--- src/rtl/multiplex.sv ---
// multiplex: registered 32-way, 32-bit word selector on the register-file
// read path. Output = R[Signal], registered on clk, synchronous active-high
// reset to zero.
//
// Optional build macro MULTIPLEX_INREG_EN adds an input register stage
// (Signal and R0..R31), raising the latency from 1 to 2 cycles. The port
// list and the reset behaviour are the same in both builds.
module multiplex (
    input  logic        clk,
    input  logic        rst,
    input  logic [31:0] R0,
    input  logic [31:0] R1,
    input  logic [31:0] R2,
    input  logic [31:0] R3,
    input  logic [31:0] R4,
    input  logic [31:0] R5,
    input  logic [31:0] R6,
    input  logic [31:0] R7,
    input  logic [31:0] R8,
    input  logic [31:0] R9,
    input  logic [31:0] R10,
    input  logic [31:0] R11,
    input  logic [31:0] R12,
    input  logic [31:0] R13,
    input  logic [31:0] R14,
    input  logic [31:0] R15,
    input  logic [31:0] R16,
    input  logic [31:0] R17,
    input  logic [31:0] R18,
    input  logic [31:0] R19,
    input  logic [31:0] R20,
    input  logic [31:0] R21,
    input  logic [31:0] R22,
    input  logic [31:0] R23,
    input  logic [31:0] R24,
    input  logic [31:0] R25,
    input  logic [31:0] R26,
    input  logic [31:0] R27,
    input  logic [31:0] R28,
    input  logic [31:0] R29,
    input  logic [31:0] R30,
    input  logic [31:0] R31,
    input  logic [4:0]  Signal,
    output logic [31:0] Output
);

    // Port words gathered into an array so the mux can index them.
    logic [31:0] port_words [32];

    assign port_words[0]  = R0;
    assign port_words[1]  = R1;
    assign port_words[2]  = R2;
    assign port_words[3]  = R3;
    assign port_words[4]  = R4;
    assign port_words[5]  = R5;
    assign port_words[6]  = R6;
    assign port_words[7]  = R7;
    assign port_words[8]  = R8;
    assign port_words[9]  = R9;
    assign port_words[10] = R10;
    assign port_words[11] = R11;
    assign port_words[12] = R12;
    assign port_words[13] = R13;
    assign port_words[14] = R14;
    assign port_words[15] = R15;
    assign port_words[16] = R16;
    assign port_words[17] = R17;
    assign port_words[18] = R18;
    assign port_words[19] = R19;
    assign port_words[20] = R20;
    assign port_words[21] = R21;
    assign port_words[22] = R22;
    assign port_words[23] = R23;
    assign port_words[24] = R24;
    assign port_words[25] = R25;
    assign port_words[26] = R26;
    assign port_words[27] = R27;
    assign port_words[28] = R28;
    assign port_words[29] = R29;
    assign port_words[30] = R30;
    assign port_words[31] = R31;

    // Words and select actually seen by the mux (ports or registered copies).
    logic [31:0] mux_words [32];
    logic [4:0]  mux_sel;
    logic [31:0] sel_word;

`ifdef MULTIPLEX_INREG_EN
    logic [31:0] words_q [32];
    logic [4:0]  sel_q;

    // Input stage: capture select and all candidate words, cleared on reset.
    always_ff @(posedge clk) begin
        if (rst) begin
            sel_q <= 5'd0;
            for (int i = 0; i < 32; i++) begin
                words_q[i] <= 32'h0000_0000;
            end
        end else begin
            sel_q <= Signal;
            for (int i = 0; i < 32; i++) begin
                words_q[i] <= port_words[i];
            end
        end
    end

    assign mux_words = words_q;
    assign mux_sel   = sel_q;
`else
    assign mux_words = port_words;
    assign mux_sel   = Signal;
`endif

    // Selection: every 5-bit code picks exactly one word, passed unmodified.
    always_comb begin
        sel_word = mux_words[mux_sel];
    end

    // Output register: captures the selected word every cycle, zero on reset.
    always_ff @(posedge clk) begin
        if (rst) begin
            Output <= 32'h0000_0000;
        end else begin
            Output <= sel_word;
        end
    end

endmodule

--- config.mk ---
export PLATFORM = sky130hd
export DESIGN_NAME = multiplex
export DESIGN_NICKNAME = d
export VERILOG_FILES = /design/src/rtl/multiplex.sv
export SDC_FILE = /design/constraint.sdc
export NUM_CORES = 1
export LEC_CHECK = 0
export CORE_AREA = 4 4 414 416
export CTS_BUF_LIST = sky130_fd_sc_hd__clkbuf_8 sky130_fd_sc_hd__clkbuf_16
export DETAILED_ROUTE_END_ITERATION = 10
export DIE_AREA = 0 0 418 420
export PLACE_DENSITY = 0.31
export RECOVER_POWER = 100
export SYNTH_ARGS = -nofsm -noshare
export SYNTH_HDL_FRONTEND = slang
export SYNTH_SLANG_ARGS = --single-unit
export TNS_END_PERCENT = 50
--- constraint.sdc ---
create_clock -name clk -period 2.1 [get_ports clk]
set_input_delay 0.21 -clock clk [delete_from_list [all_inputs] [get_ports clk]]
set_output_delay 0.21 -clock clk [all_outputs]
set_load 0.01 [all_outputs]
# Word level (Yosys, flattened, before mapping)
# Index checks and enable logic that the tools add are counted.
[op_classes] n_lt_le_gt_ge=1 n_mux=3 bitwise=1
[op_table] cell="32-bit binary-select mux with 5-bit select" count=1
[op_table] cell="32-bit 2-to-1 mux" count=2
[op_table] cell="6-bit greater-or-equal comparator (second input constant)" count=1
[op_table] cell="5-bit inverter with 6-bit output" count=1
[word_totals] ff_bits=32 output_inout_bits=32

# Depth between registers and ports, before layout
[logic_depth] word_depth=4 ltp_mapped=8 mapped_depth_nobuf=4

# Worst setup path before layout
# OpenSTA, ideal clock, no wires.
[synth_timing] path_type="input -> register" startpoint="in Signal[1]" endpoint="reg Output[10]" setup_ns=0.136 arrival_time_ns=1.557 slack_ns=0.406 stages=6 n_path_buf=3 path_cell_list="buf_6 buf_8 buf_2 mux4_1 o21ai_1 a31oi_1"
[synth_via] elab_chain_cells=4
[synth_lines] item="from (decl)" line="43" text="input logic [4:0] Signal,"
[synth_lines] item="5-bit inverter with 6-bit output (implied by the code)" line="116" text="sel_word = mux_words[mux_sel];"
[synth_lines] item="32-bit binary-select mux with 5-bit select" line="116"
[synth_lines] item="32-bit 2-to-1 mux (implied by the code) (2 in series)" line="116"
[synth_lines] item="to (signal assigned)" line="124" text="Output <= sel_word;"
[synth_lines] item="to (decl)" line="44" text="output logic [31:0] Output"
# No other way between the ends. The select of a mux whose other input is x is not followed.
# A chain may end at the register's enable or synchronous reset.

# Worst setup path after layout
[layout_timing] startpoint="in R15[19]" endpoint="reg Output[19]"
[layout_via] elab_chain_cells=3
[layout_lines] item="from (decl)" line="26" text="input logic [31:0] R15,"
[layout_lines] item="32-bit binary-select mux with 5-bit select" line="116"
[layout_lines] item="32-bit 2-to-1 mux (implied by the code) (2 in series)" line="116"
# No other way between the ends. The select of a mux whose other input is x is not followed.

==> out/qor.csv <==
stage;metric;value;unit
drt;Routed met3 length;9265;µm
synthesis;Netlist cell types;24;
cells_and_area;multi-input logic area;7666;µm²
timing;Tightest Pin Transition;0.7131;ns
timing;setup ws final;0.05618;ns
global_routing;gr usage total;14.45;%
clock_network;Sink Count;32;
power_and_ir_drop;Int Pwr;0.004394;W
global_routing;number of global-route vias before repair;14110;
worst_setup_path;Critical Path RT;2.32;ns
cells_and_area;max reg flops;32;
clock_network;CTS tree;yes;
worst_setup_path;Startpoint Class;primary input;
placed_design;dpl ws;-0.6337;ns
worst_setup_path;nature of the critical path endpoint;register;
timing;Final min period;2.044;ns
run_status;status;finished, final reports clean;
worst_setup_path;Cell Chain, Critical Path;clkdlybuf4s50_1 > mux4_2 > mux2i_1 > buf_2 > a221o_1 > buf_12 > a31oi_1;
synthesis;Yosys reg bits;32;
timing;fmax;489.3;MHz
placed_design;RePlAce Congestion;0.9941;
global_routing;initial antenna violation count;117;
synthesis;syn_nets;1691;
synthesis;Syn Area/Cell;13.53;µm²
synthesis;Syn Std Cell Area;8930;µm²
clock_network;Root Buffer;clkbuf_16;
clock_network;CTS H-tree lvls;2;
drt;Antenna Nets Post-Route;0;
floorplanning;IO Pins;1063;
power_and_ir_drop;clock share of power;15.4;%
clock_network;total CTS buffers;5;
power_and_ir_drop;Net Sw Frac;35.48;%
drt;via density per instance;3.192;
timing;unrepaired setup endpoints after global routing;false;
power_and_ir_drop;Power Total;0.006811;W
timing;post-route clock period utilization;97.32;%
worst_setup_path;Crit Path Class;primary input to register;
drt;WL/cell;33.22;µm
floorplanning;die width;418;µm
clock_network;cts hold-fix bufs;0;
placed_design;port bufs;1062;
drt;Top Layer Used;met5;
global_routing;GR Overflow Total;0;
drt;Initial DRC Count;776;
timing;Hold Violations, Final;0;
drt;met1 WL;54170;µm
worst_setup_path;CP top delay family;buffers and inverters;
worst_setup_path;critical path peak fanout;1;
timing;Max transition margin;52.46;%
clock_network;Clk pin slew, worst setup/hold paths;0.07;ns
cells_and_area;area delta synth->final;166.2;%
floorplanning;Initial Util;5.340;%
floorplanning;Rows;150;
power_and_ir_drop;P per Cell Area;286.5;nW/µm²
worst_setup_path;Critical Path Max Stage Delay;0.59;ns
power_and_ir_drop;Static Leak;8.101;nW
cells_and_area;Reg with most FFs;Output;
placed_design;DP Wirelength;122100;µm
cells_and_area;NumNets Final;2832;
power_and_ir_drop;sequential power share;10.2;%
job;max cap viols;0;
clock_network;CTS Buffer Depth;2;
synthesis;Seq/Total Area, Yosys;7.174;%
timing;Final Max Slew Viols;0;
worst_setup_path;Critical Path AT;2.27;ns
floorplanning;Core ar.;167200;µm²
power_and_ir_drop;switching pwr;0.002417;W
global_routing;largest net degree at the start of global routing;50;
cells_and_area;register area;640.6;µm²
power_and_ir_drop;combinational share of power;74.4;%
power_and_ir_drop;peak supply drop;0.2948;mV
floorplanning;full die area;175600;µm²
cells_and_area;top flop regs;Output: 32 flops;
floorplanning;Die Height;420;µm
cells_and_area;Filler cells;18720;
drt;number of remaining DRC errors;0;
worst_setup_path;slowest library cell on the worst path;clkdlybuf4s50_1;
drt;met2 WL;68560;µm
drt;first drt pass iteration count;5;
hold_path;Hold Path Class;primary input to register;
worst_setup_path;crit path buf inv count;3;
drt;final wirelength;133700;µm
timing;Finish-stage setup viols;0;
synthesis;YS warnings;0;
cells_and_area;layout cell share with drive strength beyond 1;23.25;%
drt;vias;12840;
synthesis;Gate Count Post-Synth;660;
global_routing;first-pass GRT wire length;163600;µm
==> per-layer routing <==
metal / global-route usage (%) / up-vias
met2: 26.24 / 733
li1: - / 5356
met4: 1.330 / 48
met3: 3.977 / 180
met5: 0 / -
met1: 17.53 / 6527
==> layout make-up <==
| class | count | area share [%] |
|---|---|---|
| Multi-Input combinational cell | 529 | 32.25 |
| Timing Repair Buffer | 1232 | 52.47 |
| Antenna cell | 18 | 0.1895 |
| Clock inverter | 1 | 0.1263 |
| Sequential cell | 32 | 2.695 |
| Tap cell | 2204 | 11.60 |
| Inverter | 1 | 0.02632 |
| Clock buffer | 7 | 0.6422 |
==> path summary, 6_finish.rpt <==
kind / startpoint / end / slack [ns] / cells past startpoint
hold / removal: Signal[4] / Output[10] / 0.51 / 3
setup / recovery: R15[19] / Output[19] / 0.06 / 7
==> per-stage QoR <==
step                cell area, µm²  hold slack, ns  setup TNS, ns  cells  utilization, %
floorplan                     8930          0.3708              0    660               -
global placement             23580          0.8567         -7.023   3998           14.10
detailed placement           23580          0.8647         -6.798   3998           14.10
CTS                          23780          0.4911              0   4006           14.22
global route                 23740          0.5093              0   4013           14.20
finish                       23770          0.5052              0   4024           14.21
==> cells in the mapped netlist <==
library cell  instances  area share, %
mux4_2              223             56
mux2i_1             128             14
a221o_1              32            3.6
a22oi_1              32            2.7
a31oi_1              32            2.2
dfxtp_1              32            7.2
buf_4                27            2.3
clkbuf_1             26            1.1
a221oi_1             23            2.3
buf_2                23            1.3
nand2_1              18           0.76
buf_6                16            2.0
o21ai_1              15           0.84
o2111ai_1             9           0.88
o21ai_0               8           0.45
nor2_1                4           0.17
buf_8                 3           0.50
buf_12                2           0.45
nor2b_1               2           0.14
and2_1                1          0.070
and2b_4               1           0.11
clkbuf_4              1          0.084
inv_1                 1          0.042
mux4_1                1           0.29
==> cell usage in the layout, fill, tap and decap left out <==
cell	count
clkdlybuf4s50_1	1024
mux4_2	223
mux2i_1	126
buf_4	113
buf_12	46
dfxtp_1	32
a31oi_1	32
dlygate4sd3_1	32
a22oi_1	31
a221o_1	29
a221oi_1	22
diode_2	18
nand2_1	18
o21ai_1	12
o21ai_0	11
o2111ai_1	8
clkbuf_16	5
buf_8	4
buf_2	4
clkbuf_1	4
nor2_4	3
a221o_2	3
clkbuf_2	3
nor2b_4	2
mux2i_2	2
clkbuf_8	2
buf_6	2
inv_4	1
and2b_4	1
nor2_2	1
and2_1	1
a22oi_2	1
mux4_1	1
a221oi_2	1
o2111ai_2	1
bufinv_16	1
==> power by group through the flow <==
stage | sequential [W] | combinational, W | clock [W]
after floorplan | 0.000736 | 0.00151 | 0
after global placement | 0.000712 | 0.00521 | 0
after detailed placement | 0.000710 | 0.00520 | 0
after CTS | 0.000696 | 0.00524 | 0.00114
after global routing | 0.000696 | 0.00533 | 0.00113
final | 0.000691 | 0.00507 | 0.00105
==> what timing repair did <==
| action | in CTS | in global routing |
|---|---|---|
| setup buffers | 0 | 0 |
| gates resized for setup | 7 | 1 |
| endpoints found under the setup margin | 6 | 1 |
| cloned | 0 | 0 |
| hold endpoints to repair | 0 | 0 |
==> kinds of logic after synthesis <==
kind of cell	share of synthesized area (%)
AO/OA/AOI/OAI	12.95
AND/OR/NAND/NOR	1.247
multiplexers	70.88
flip-flops	7.174
buffers and inverters	7.748
No activity file was read; power rests on OpenSTA's default activity.
